[config.mk]
export PLATFORM = sky130hd
export DESIGN_NAME = uart_tx_sb_ctrl
export DESIGN_NICKNAME = d
export VERILOG_FILES = /design/src/rtl/uart_sb_pkg.sv /design/src/rtl/uart_tx_core.sv /design/src/rtl/uart_tx_sb_ctrl.sv
export SDC_FILE = /design/constraint.sdc
export NUM_CORES = 1
export LEC_CHECK = 0
export CORE_ASPECT_RATIO = 1.1
export CORE_MARGIN = 2
export CORE_UTILIZATION = 35
export DETAILED_ROUTE_END_ITERATION = 16
export PLACE_DENSITY = 0.69
export SKIP_LAST_GASP = 1
export SYNTH_ARGS = -nofsm -noshare
export SYNTH_HDL_FRONTEND = slang
export SYNTH_HIERARCHICAL = 1
export SYNTH_SLANG_ARGS = --single-unit
[constraint.sdc]
create_clock -name clk_i -period 2.9 [get_ports clk_i]
set_input_delay 0.58 -clock clk_i [delete_from_list [all_inputs] [get_ports clk_i]]
set_output_delay 0.58 -clock clk_i [all_outputs]
set_load 0.02 [all_outputs]
[src/rtl/uart_sb_pkg.sv]
`default_nettype none
// ============================================================================
// Module   : uart_sb_pkg
// Brief    : Register map, tx FSM states and STATUS bit positions.
// Revision : 1.0
// ============================================================================
package uart_sb_pkg;

    localparam logic [23:0] ADDR_DATA   = 24'h00_0000;
    localparam logic [23:0] ADDR_STATUS = 24'h00_0004;
    localparam logic [23:0] ADDR_DIV    = 24'h00_0008;
    localparam logic [23:0] ADDR_PARITY = 24'h00_000C;
    localparam logic [23:0] ADDR_STOP2  = 24'h00_0010;
    localparam logic [23:0] ADDR_IRQ_EN = 24'h00_0014;
    localparam logic [23:0] ADDR_SRST   = 24'h00_0024;

    localparam int STAT_BUSY = 0;
    localparam int STAT_FULL = 1;
    localparam int STAT_IRQ  = 2;

    typedef enum logic [2:0] {
        ST_IDLE   = 3'd0,
        ST_START  = 3'd1,
        ST_DATA   = 3'd2,
        ST_PARITY = 3'd3,
        ST_STOP   = 3'd4
    } uart_tx_state_t;

endpackage
`default_nettype wire

[src/rtl/uart_tx_core.sv]
`default_nettype none
// ============================================================================
// Module   : uart_tx_core
// Brief    : UART shifter FSM with bit-period counter and even parity.
// Revision : 1.0
// ============================================================================
module uart_tx_core
    import uart_sb_pkg::*;
#(
    parameter int DIV_W = 16
) (
    input  logic             clk_i,
    input  logic             resetn_i,
    input  logic             clear_i,
    input  logic             in_valid_i,
    input  logic [7:0]       in_data_i,
    output logic             in_ready_o,
    input  logic [DIV_W-1:0] cfg_div_i,
    input  logic             cfg_parity_i,
    input  logic             cfg_stop2_i,
    output logic             busy_o,
    output logic             done_o,
    output logic             tx_o
);

    uart_tx_state_t   state_q, state_d;
    logic [DIV_W-1:0] cnt_q, cnt_d;
    logic [DIV_W-1:0] div_q, div_d;
    logic [2:0]       bit_q, bit_d;
    logic [7:0]       shreg_q, shreg_d;
    logic             par_q, par_d;
    logic             par_en_q, par_en_d;
    logic             stop2_q, stop2_d;

    logic w_bit_end;
    logic w_stop_end;
    logic w_accept;

    assign w_bit_end  = (cnt_q == div_q - DIV_W'(1));
    // bit_q counts stop bits too: 0 = first, 1 = second
    assign w_stop_end = (state_q == ST_STOP) & w_bit_end & (bit_q[0] == stop2_q);
    assign in_ready_o = (state_q == ST_IDLE) | w_stop_end;
    assign w_accept   = in_valid_i & in_ready_o;
    assign done_o     = w_stop_end & ~in_valid_i;
    assign busy_o     = (state_q != ST_IDLE);

    always_comb begin
        state_d  = state_q;
        cnt_d    = cnt_q;
        bit_d    = bit_q;
        shreg_d  = shreg_q;
        par_d    = par_q;
        div_d    = div_q;
        par_en_d = par_en_q;
        stop2_d  = stop2_q;
        if (state_q != ST_IDLE) begin
            cnt_d = w_bit_end ? '0 : cnt_q + DIV_W'(1);
        end
        case (state_q)
            ST_START: if (w_bit_end) begin
                state_d = ST_DATA;
                bit_d   = 3'd0;
            end
            ST_DATA: if (w_bit_end) begin
                shreg_d = {1'b1, shreg_q[7:1]};
                bit_d   = bit_q + 3'd1;
                if (bit_q == 3'd7) begin
                    state_d = par_en_q ? ST_PARITY : ST_STOP;
                end
            end
            ST_PARITY: if (w_bit_end) begin
                state_d = ST_STOP;
            end
            ST_STOP: if (w_bit_end) begin
                if (w_stop_end) begin
                    state_d = ST_IDLE;
                end else begin
                    bit_d = 3'd1;
                end
            end
            default: ;
        endcase
        // Accepting at the end of STOP chains frames with no idle gap
        if (w_accept) begin
            state_d  = ST_START;
            cnt_d    = '0;
            bit_d    = 3'd0;
            shreg_d  = in_data_i;
            par_d    = ^in_data_i;
            div_d    = cfg_div_i;
            par_en_d = cfg_parity_i;
            stop2_d  = cfg_stop2_i;
        end
    end

    always_ff @(posedge clk_i or negedge resetn_i) begin
        if (!resetn_i) begin
            state_q  <= ST_IDLE;
            cnt_q    <= '0;
            div_q    <= DIV_W'(2);
            bit_q    <= 3'd0;
            shreg_q  <= 8'h00;
            par_q    <= 1'b0;
            par_en_q <= 1'b0;
            stop2_q  <= 1'b0;
        end else if (clear_i) begin
            state_q  <= ST_IDLE;
            cnt_q    <= '0;
            div_q    <= DIV_W'(2);
            bit_q    <= 3'd0;
            shreg_q  <= 8'h00;
            par_q    <= 1'b0;
            par_en_q <= 1'b0;
            stop2_q  <= 1'b0;
        end else begin
            state_q  <= state_d;
            cnt_q    <= cnt_d;
            div_q    <= div_d;
            bit_q    <= bit_d;
            shreg_q  <= shreg_d;
            par_q    <= par_d;
            par_en_q <= par_en_d;
            stop2_q  <= stop2_d;
        end
    end

    always_comb begin
        tx_o = 1'b1;
        case (state_q)
            ST_START:  tx_o = 1'b0;
            ST_DATA:   tx_o = shreg_q[0];
            ST_PARITY: tx_o = par_q;
            default:   tx_o = 1'b1;
        endcase
    end

endmodule
`default_nettype wire

[src/rtl/uart_tx_sb_ctrl.sv]
`default_nettype none
// ============================================================================
// Module   : uart_tx_sb_ctrl
// Brief    : System-bus UART transmitter: register decode, holding byte, IRQ.
// Revision : 1.0
// ============================================================================
module uart_tx_sb_ctrl
    import uart_sb_pkg::*;
#(
    parameter int CLK_HZ       = 10_000_000,
    parameter int DEFAULT_BAUD = 115200,
    parameter int DIV_W        = 16
) (
    input  logic        clk_i,
    input  logic        resetn_i,
    input  logic        req_i,
    input  logic        write_enable_i,
    input  logic [31:0] addr_i,
    input  logic [31:0] write_data_i,
    output logic [31:0] read_data_o,
    output logic        interrupt_request_o,
    input  logic        interrupt_return_i,
    output logic        tx_o
);

    localparam logic [DIV_W-1:0] DIV_RST = DIV_W'(CLK_HZ / DEFAULT_BAUD);
    localparam logic [DIV_W-1:0] DIV_MIN = DIV_W'(2);

    logic [DIV_W-1:0] div_q, div_d;
    logic             par_en_q, par_en_d;
    logic             stop2_q, stop2_d;
    logic             irq_en_q, irq_en_d;
    logic             irq_pend_q, irq_pend_d;
    logic             irq_q, irq_d;
    logic             full_q, full_d;
    logic [7:0]       hold_q, hold_d;
    logic [31:0]      rdata_q, rdata_d;

    logic [23:0] w_off;
    logic        w_wr, w_rd, w_srst, w_data_wr, w_take;
    logic        w_core_ready, w_busy, w_done;
    logic        w_unused;

    // Misaligned offsets never match a register constant, so they decode to nothing
    assign w_off     = addr_i[23:0];
    assign w_wr      = req_i & write_enable_i;
    assign w_rd      = req_i & ~write_enable_i;
    assign w_srst    = w_wr & (w_off == ADDR_SRST) & write_data_i[0];
    assign w_data_wr = w_wr & (w_off == ADDR_DATA) & ~full_q;
    assign w_take    = full_q & w_core_ready;
    assign w_unused  = ^{addr_i[31:24], write_data_i};

    always_comb begin
        div_d      = div_q;
        par_en_d   = par_en_q;
        stop2_d    = stop2_q;
        irq_en_d   = irq_en_q;
        full_d     = full_q;
        hold_d     = hold_q;
        rdata_d    = rdata_q;
        irq_pend_d = irq_pend_q;
        irq_d      = irq_en_q & irq_pend_q;
        if (w_wr) begin
            case (w_off)
                ADDR_DIV:    div_d = (write_data_i[DIV_W-1:0] < DIV_MIN) ?
                                     DIV_MIN : write_data_i[DIV_W-1:0];
                ADDR_PARITY: par_en_d = write_data_i[0];
                ADDR_STOP2:  stop2_d  = write_data_i[0];
                ADDR_IRQ_EN: irq_en_d = write_data_i[0];
                default: ;
            endcase
        end
        if (w_data_wr) begin
            full_d = 1'b1;
            hold_d = write_data_i[7:0];
        end else if (w_take) begin
            full_d = 1'b0;
        end
        if (interrupt_return_i | w_data_wr) begin
            irq_pend_d = 1'b0;
        end else if (w_done) begin
            irq_pend_d = 1'b1;
        end
        if (w_rd) begin
            rdata_d = 32'h0;
            case (w_off)
                ADDR_STATUS: begin
                    rdata_d[STAT_BUSY] = w_busy;
                    rdata_d[STAT_FULL] = full_q;
                    rdata_d[STAT_IRQ]  = irq_pend_q;
                end
                ADDR_DIV:    rdata_d[DIV_W-1:0] = div_q;
                ADDR_PARITY: rdata_d[0] = par_en_q;
                ADDR_STOP2:  rdata_d[0] = stop2_q;
                ADDR_IRQ_EN: rdata_d[0] = irq_en_q;
                default: ;
            endcase
        end
        if (w_srst) begin
            div_d      = DIV_RST;
            par_en_d   = 1'b0;
            stop2_d    = 1'b0;
            irq_en_d   = 1'b0;
            irq_pend_d = 1'b0;
            irq_d      = 1'b0;
            full_d     = 1'b0;
            hold_d     = 8'h00;
            rdata_d    = 32'h0;
        end
    end

    always_ff @(posedge clk_i or negedge resetn_i) begin
        if (!resetn_i) begin
            div_q      <= DIV_RST;
            par_en_q   <= 1'b0;
            stop2_q    <= 1'b0;
            irq_en_q   <= 1'b0;
            irq_pend_q <= 1'b0;
            irq_q      <= 1'b0;
            full_q     <= 1'b0;
            hold_q     <= 8'h00;
            rdata_q    <= 32'h0;
        end else begin
            div_q      <= div_d;
            par_en_q   <= par_en_d;
            stop2_q    <= stop2_d;
            irq_en_q   <= irq_en_d;
            irq_pend_q <= irq_pend_d;
            irq_q      <= irq_d;
            full_q     <= full_d;
            hold_q     <= hold_d;
            rdata_q    <= rdata_d;
        end
    end

    assign read_data_o         = rdata_q;
    assign interrupt_request_o = irq_q;

    uart_tx_core #(
        .DIV_W (DIV_W)
    ) u_core (
        .clk_i        (clk_i),
        .resetn_i     (resetn_i),
        .clear_i      (w_srst),
        .in_valid_i   (full_q),
        .in_data_i    (hold_q),
        .in_ready_o   (w_core_ready),
        .cfg_div_i    (div_q),
        .cfg_parity_i (par_en_q),
        .cfg_stop2_i  (stop2_q),
        .busy_o       (w_busy),
        .done_o       (w_done),
        .tx_o         (tx_o)
    );

endmodule
`default_nettype wire

**Word level (Yosys, flattened, before mapping)**

Cells that the tools add are included.
Widths: inputs -> output; s select.

- $lt $le $gt $ge: 1
- Add/sub/neg operators: 3
- Mux-type cells: 61
- Bitwise logic cells: 15
- Equal/unequal tests: 20
- Reductions and logical operators: 26

Operator list:

| cell | number |
|---|---|
| $mux 16 | 10 |
| $mux 32 | 2 |
| $eq 24x4->1 const B | 2 |
| $eq 24x5->1 const B | 2 |
| $mux 8 | 6 |
| $mux 3 | 15 |
| $eq 24x3->1 const B | 1 |
| $eq 24x6->1 const B | 1 |
| $logic_not 24->1 | 1 |
| $ne 4x1->1 const B | 6 |
| $mux 1 | 22 |
| $reduce_bool 3->1 | 6 |
| $add 16x1->16 const B | 1 |
| $eq 16x16->1 | 1 |
| $lt 16x2->1 const B | 1 |
| $reduce_bool 2->1 | 8 |
| $sub 16x1->16 const B | 1 |
| $mux 13 | 1 |
| $pmux 3 s4 | 1 |
| $and 1x1->1 | 11 |
| $reduce_and 2->1 | 5 |
| $pmux 3 s3 | 1 |
| $reduce_xor 8->1 | 1 |
| $reduce_and 7->1 | 1 |
| other kinds (15) | 19 |

- Logic and storage cells: 143
- Input port bits: 69
- Output and inout bits: 34
- Register bits after elaboration: 111

**Logic depth before layout (Yosys ltp)**

- Word-level depth: 9
- Depth in mapped cells: 12
- Depth with buffers taken out: 11

**By module**

Netlist, hierarchy kept.

Modules (own cells, without submodules):

| module | times used | sequential area each (um^2) | cells each | area each (um^2) |
|---|---|---|---|---|
| uart_tx_core | 1 | 1,227.4 | 352 | 3,021.6 |
| uart_tx_sb_ctrl | 1 | 1,156.1 | 217 | 2,358.5 |

**Least setup slack after synthesis**

Ideal clock, no wire load.

- Kind: flip-flop to flip-flop
- Start: register u_core.div_q[5]
- End: register u_core.shreg_q[0]
- Library setup time: 0.137 ns
- Clock period less this slack: 2.909 ns
- Path slack: -0.009 ns
- Arrival time: 2.772 ns
- Cell stages (with the launch flop): 10
- Data required time: 2.763 ns
- Buffers on the path: 1
- Cell sequence: dfrtp_1 > or4_4 > or3_1 > or3_4 > a2111oi_2 > nand4_1 > nand2b_4 > buf_6 > mux2i_1 > a21oi_1

- Cells in the longest elaborated chain, start to end: 8
- Elaborated cells on any way between the ends: 11
- Those cells by class: add/sub: 1; eq/ne: 1; mux: 2; bitwise: 4; reduce/logical: 3

Ends and longest elaborated chain:

| element | line | source |
|---|---|---|
| from (decl) | uart_tx_core.sv:28 | `logic [DIV_W-1:0] div_q, div_d;` |
| from (signal assigned) | uart_tx_core.sv:118 | `div_q <= div_d;` |
| $sub 16x1->16 (*) | uart_tx_core.sv:39 | `assign w_bit_end = (cnt_q == div_q - DIV_W'(1));` |
| $eq 16x16->1 (*) | uart_tx_core.sv:39 |  |
| $and 1x1->1 (2 in a row) | uart_tx_core.sv:41 | `assign w_stop_end = (state_q == ST_STOP) & w_bit_end & (bit_q[0] == stop2_q);` |
| $or 1x1->1 | uart_tx_core.sv:42 | `assign in_ready_o = (state_q == ST_IDLE) \| w_stop_end;` |
| $and 1x1->1 | uart_tx_core.sv:43 | `assign w_accept = in_valid_i & in_ready_o;` |
| $reduce_bool 3->1 (no source line) or $mux 8 (tied branches) | -- |  |
| $reduce_and 2->1 (no source line) or $mux 8 (tied branches) | -- |  |
| to (signal assigned) | uart_tx_core.sv:120 | `shreg_q <= shreg_d;` |
| to (decl) | uart_tx_core.sv:30 | `logic [7:0] shreg_q, shreg_d;` |

Every way passes the cells marked *; elsewhere a longest branch is shown, timed or not.
A chain may end at the register's enable or synchronous reset.

**Final worst setup path**

- Start: register u_core.div_q[0]
- End: register u_core.par_q

- Cells in the longest elaborated chain, start to end: 7

Ends and longest elaborated chain:

| element | line | source |
|---|---|---|
| $sub 16x1->16 | uart_tx_core.sv:39 |  |
| $eq 16x16->1 | uart_tx_core.sv:39 |  |
| $and 1x1->1 (2 in a row) | uart_tx_core.sv:41 |  |
| $or 1x1->1 | uart_tx_core.sv:42 |  |
| $and 1x1->1 | uart_tx_core.sv:43 |  |
| $reduce_bool 2->1 (no source line) | -- |  |
| to (signal assigned) | uart_tx_core.sv:121 | `par_q <= par_d;` |
| to (decl) | uart_tx_core.sv:31 | `logic par_q, par_d;` |

Every way passes these cells.

==> run summary <==
The tree is rooted in a clkbuf_16. Element type at the critical path end: a flip-flop. The tools report the number of pins with negative max-slew slack in the final report as 0. The number of nets in the layout was 769; the count of unresolved DRC violations after routing was 0.

Along the worst path, the maximum fanout reaches 5. The average cell area after synthesis is 9.46 sq um, and the total detailed-routing wirelength is 14.3 mm. Combinational logic burns 6.3% of the power. The fraction of synthesis flops using an asynchronous set or reset pin was 100%.

The setup path with the least slack is of type reg2reg. The fraction of final layout cells sized beyond drive strength 1 came out at 23.4%. For the initial antenna violation count, the log shows 0.

The repair_antennas step left the layout with diodes totalling 0. Simple-gate area share of the yosys netlist: 22.9%. The signed area change from the synthesized netlist to the final layout was 35.4%; the power density over the cells was 380 mW/mm^2.

Net switching is 24.1% of the power. At the worst endpoint, the required time is 3.16 ns. Number of endpoints with negative hold slack in the final report: 0.

The cell area reported after detailed placement was 0.00656 sq mm. The count of nets left with antenna violations once routing finished came out at 0. The CTS sink count is 95, and the length in cells of the worst reg-to-reg path is 14. Once the floorplan was initialized, standard cells occupied 35.7% of the core. The logs give 2.77 mW for the power consumption and 0.0164 sq mm for the die area. In this run the biggest area consumer among cell types represents 41.9% of the synthesized area.

The area inside the core boundary is 0.0151 sq mm, and the area of the mapped netlist is 0.00538 sq mm. The routed layout has 4664 vias. Clock latency on the worst-skew pair, taken at its later pin, is 0.35 ns. The unique cell type count in the Yosys netlist was 70.

The sequential share of the synthesized area was 44.3%. Nature of the critical path startpoint: a flip-flop. On the final layout, the worst clock skew is 0.0121 ns. The startpoint identified for the worst register-to-register timing path is u_core/div_q[0].

The first global-routing pass estimated 23.3 mm of wire. Setup violations remaining at the end of the flow were counted as 24. Once placement completed, the tool counted placed cells totaling 867. The achievable frequency is 0.338 GHz. By area the synthesized netlist is led by dfrtp_1 (42%), nand2_1 (5.0%), xnor2_1 (4.1%).

Summing the areas of all xor and xnor instances in the mapped netlist gives 6.84% of the synthesized area. Entering global routing, the biggest net connects 51 pins. Number of warning messages in the yosys log: 6.

The main combinational cell family by area after synthesis was simple AND/OR/NAND/NOR gates. The overflow left after global routing is 0. After clock tree synthesis, the clock-pin slew on the worst setup and hold paths is 0.07 ns. The most critical setup path has its endpoint at u_core/par_q. Row generation in the floorplan step produced 47 rows. Per report_power, the clock group accounts for 45.8% of the total. The pre-antenna-repair detailed-routing pass consisted of 4 iterations. The run gives -0.0582 ns as the worst setup margin.

The run gives 10.3 mm as the sum of net half-perimeters after detailed placement. The internal portion of the total power is 2.10 mW. The clock passes through at most 2 buffers. Setup repair after global routing could not meet its margin everywhere. In the synthesized netlist, the number of instances is 569. Headroom to the max-slew limit came out at 49.2%. With fillers left out, the area of the finished cells amounts to 0.00729 sq mm.

Critical path launch point: u_core/div_q[0]. The run finished, with violations left. The final reports fail on setup timing.

The critical path data arrival time is 3.22 ns, and the portion of netlist area occupied by mux cells is 3.07%. The hold buffer count at CTS was 0; the number of placed I/O pins was 103. For the maximum vdd ir drop, the log shows 270 uV.

Number of global-route vias before repair: 4773. The number of violations reported at the end of detailed-routing iteration 0 was 275; the average vias per placed instance was 5.20. For the pin with the worst max-slew slack, the measured transition is 0.762 ns.

After synthesis the netlist holds a flip-flop and latch count of 95. The number of synthesized flops with an enable pin is 0, and the final hold slack is 0.258 ns. The worst path needs 2.96 ns of the cycle, external delays included. For this design the static power due to leakage is 3.17 nW. The quantity of I/O buffers inserted on ports is 62, and the total of fill cells in the finished design is 1427. The fraction of power consumed by sequential logic came out at 47.9%. TritonCTS created 9 clock buffers.

Most used flip-flop cell after synthesis: dfrtp_1. The worst path uses 102% of the clock period. Measured along the y axis, the die boundary spans 134 microns.

Average wire length per cell after detail routing: 16.0 microns. The switching power is 0.666 mW, and the adder and majority gate portion of the synthesized area is 0.930%. The compound-cell area share of the yosys netlist works out to 15.4%.

In this run the number of H-tree levels came out at 3. The final weighted congestion in routability-driven placement was 0.888; the max-cap violation count was 0. In this run the register-to-register setup slack is -0.06 ns. The die boundary width works out to 122 microns.

For this run, the number of standard cells in the final layout without fillers is 897. Global routing consumed, over all layers together, 17.8% of the routing resources. TritonCTS built the clock tree. dfrtp_1 takes more of the synthesized area than any other cell. Endpoint of the worst-slack reg-to-reg timing path: u_core/par_q. The class of the most critical hold timing path is in2async.
==> flip-flops by register name, summed over array words and instances (netlist names) <==
name and flops:
u_core/stop2_q 1, u_core/div_q 16, div_q 16, u_core/shreg_q 8, full_q 1, irq_en_q 1, read_data_o 16, stop2_q 1
u_core/bit_q 3, par_en_q 1, interrupt_request_o 1, u_core/state_q 3, hold_q 8, u_core/cnt_q 16, u_core/par_q 1, u_core/par_en_q 1
irq_pend_q 1
==> logic make-up (layout without fill, tap and decap cells) <==
kind of cell	count (synthesis)	after routing
simple gates	222	222
compound gates	122	122
flops	95	95
buf+inv	67	184
xor+xnor	42	42
mux	16	16
fa+ha+maj	4	4
other cells	1	16
==> critical path, cell delays in order, from the launching register on <==
cell and delay, ns:
dfrtp_1 0.42, inv_1 0.08, ha_2 0.17, or4b_4 0.48, buf_6 0.14, o311a_1 0.30, nor3_2 0.18, buf_4 0.14
nand4_1 0.11, buf_4 0.19, o21ai_4 0.17, buf_12 0.16, buf_6 0.11, nor2_1 0.04, a211oi_2 0.18
==> cell usage in the layout, fill, tap and decap left out, types with 4 or more instances in the layout <==
cell / n
a21oi_1: 28
o21ai_0: 26
o21ai_1: 4
nor2_1: 46
dfrtp_1: 90
a31oi_1: 4
clkbuf_16: 10
nand2b_1: 5
mux2i_1: 12
nand2_4: 7
nor4_4: 7
nor3_2: 6
conb_1: 16
clkdlybuf4s50_1: 61
and2_1: 4
buf_6: 6
nand2_1: 62
nor4_1: 7
buf_12: 4
a22o_1: 23
buf_4: 66
nor3_1: 14
xnor2_1: 24
dfstp_2: 5
inv_1: 29
nand3_1: 18
xor2_1: 17
a21oi_2: 10
nand4_1: 10
==> cell usage after synthesis, types with 5 or more instances <==
cell and n:
dfrtp_1 90, nand2_1 71, nor2_1 46, a21oi_1 37, inv_1 29, o21ai_0 26, xnor2_1 25, a22o_1 23
nand3_1 19, nor3_1 19, buf_4 18, xor2_1 17, clkbuf_1 12, mux2i_1 12, nand4_1 10, nor4_1 7
nor4_4 6, dfstp_2 5, nand2b_1 5, or3_1 5
==> through the flow <==
step | setup slack [ns] | util [%] | TNS [ns]
after floorplan | 0.00738 | - | 0
after global placement | -0.240 | 43.6 | -3.12
after detailed placement | -0.267 | 43.6 | -4.38
after CTS | -0.0163 | 47.1 | -0.0479
after global routing | -0.183 | 48.4 | -4.04
final | -0.0582 | 48.4 | -0.397
==> power by group through the flow <==
stage	Clock, mW	Sequential (mW)	Combinational, mW
final	1.27	1.32	0.176
after global routing	1.36	1.32	0.190
after CTS	1.29	1.32	0.175
after detailed placement	0	1.35	0.175
after global placement	0	1.35	0.172
after floorplan	0	1.35	0.0634
==> per-layer routing <==
metal	routed length (microns)	GRT usage [%]
met1	6030	22.2
met3	537	2.76
met4	326	6.70
met5	0	0
met2	7430	30.7
==> how the worst min path moves through the flow <==
stage               cells after the start           endpoint
floorplan                               0           div_q[0]
detailed placement                      1     read_data_o[4]
global placement                        1    read_data_o[12]
global route                            1  u_core/state_q[1]
CTS                                     1    u_core/bit_q[1]
finish                                  1    u_core/bit_q[1]
==> layout make-up <==
| cell class | count | area (sq um) | area share (%) |
|---|---|---|---|
| timing repair buffer | 139 | 1310 | 17.9 |
| multi-input combinational | 422 | 2920 | 40.0 |
| clock inverter | 7 | 100 | 1.37 |
| sequential | 95 | 2380 | 32.7 |
| clock buffer | 9 | 225 | 3.09 |
| inverter | 29 | 109 | 1.49 |
| tap | 196 | 245 | 3.37 |
==> repair_timing <==
action | 4_1_cts | 5_1_grt
endpoints found under the setup margin | 35 | 38
gates cloned | 2 | 1
resized for setup | 15 | 39
pin swaps | 11 | 21
setup buffers | 7 | 6
No activity file was read; power rests on OpenSTA's default activity.
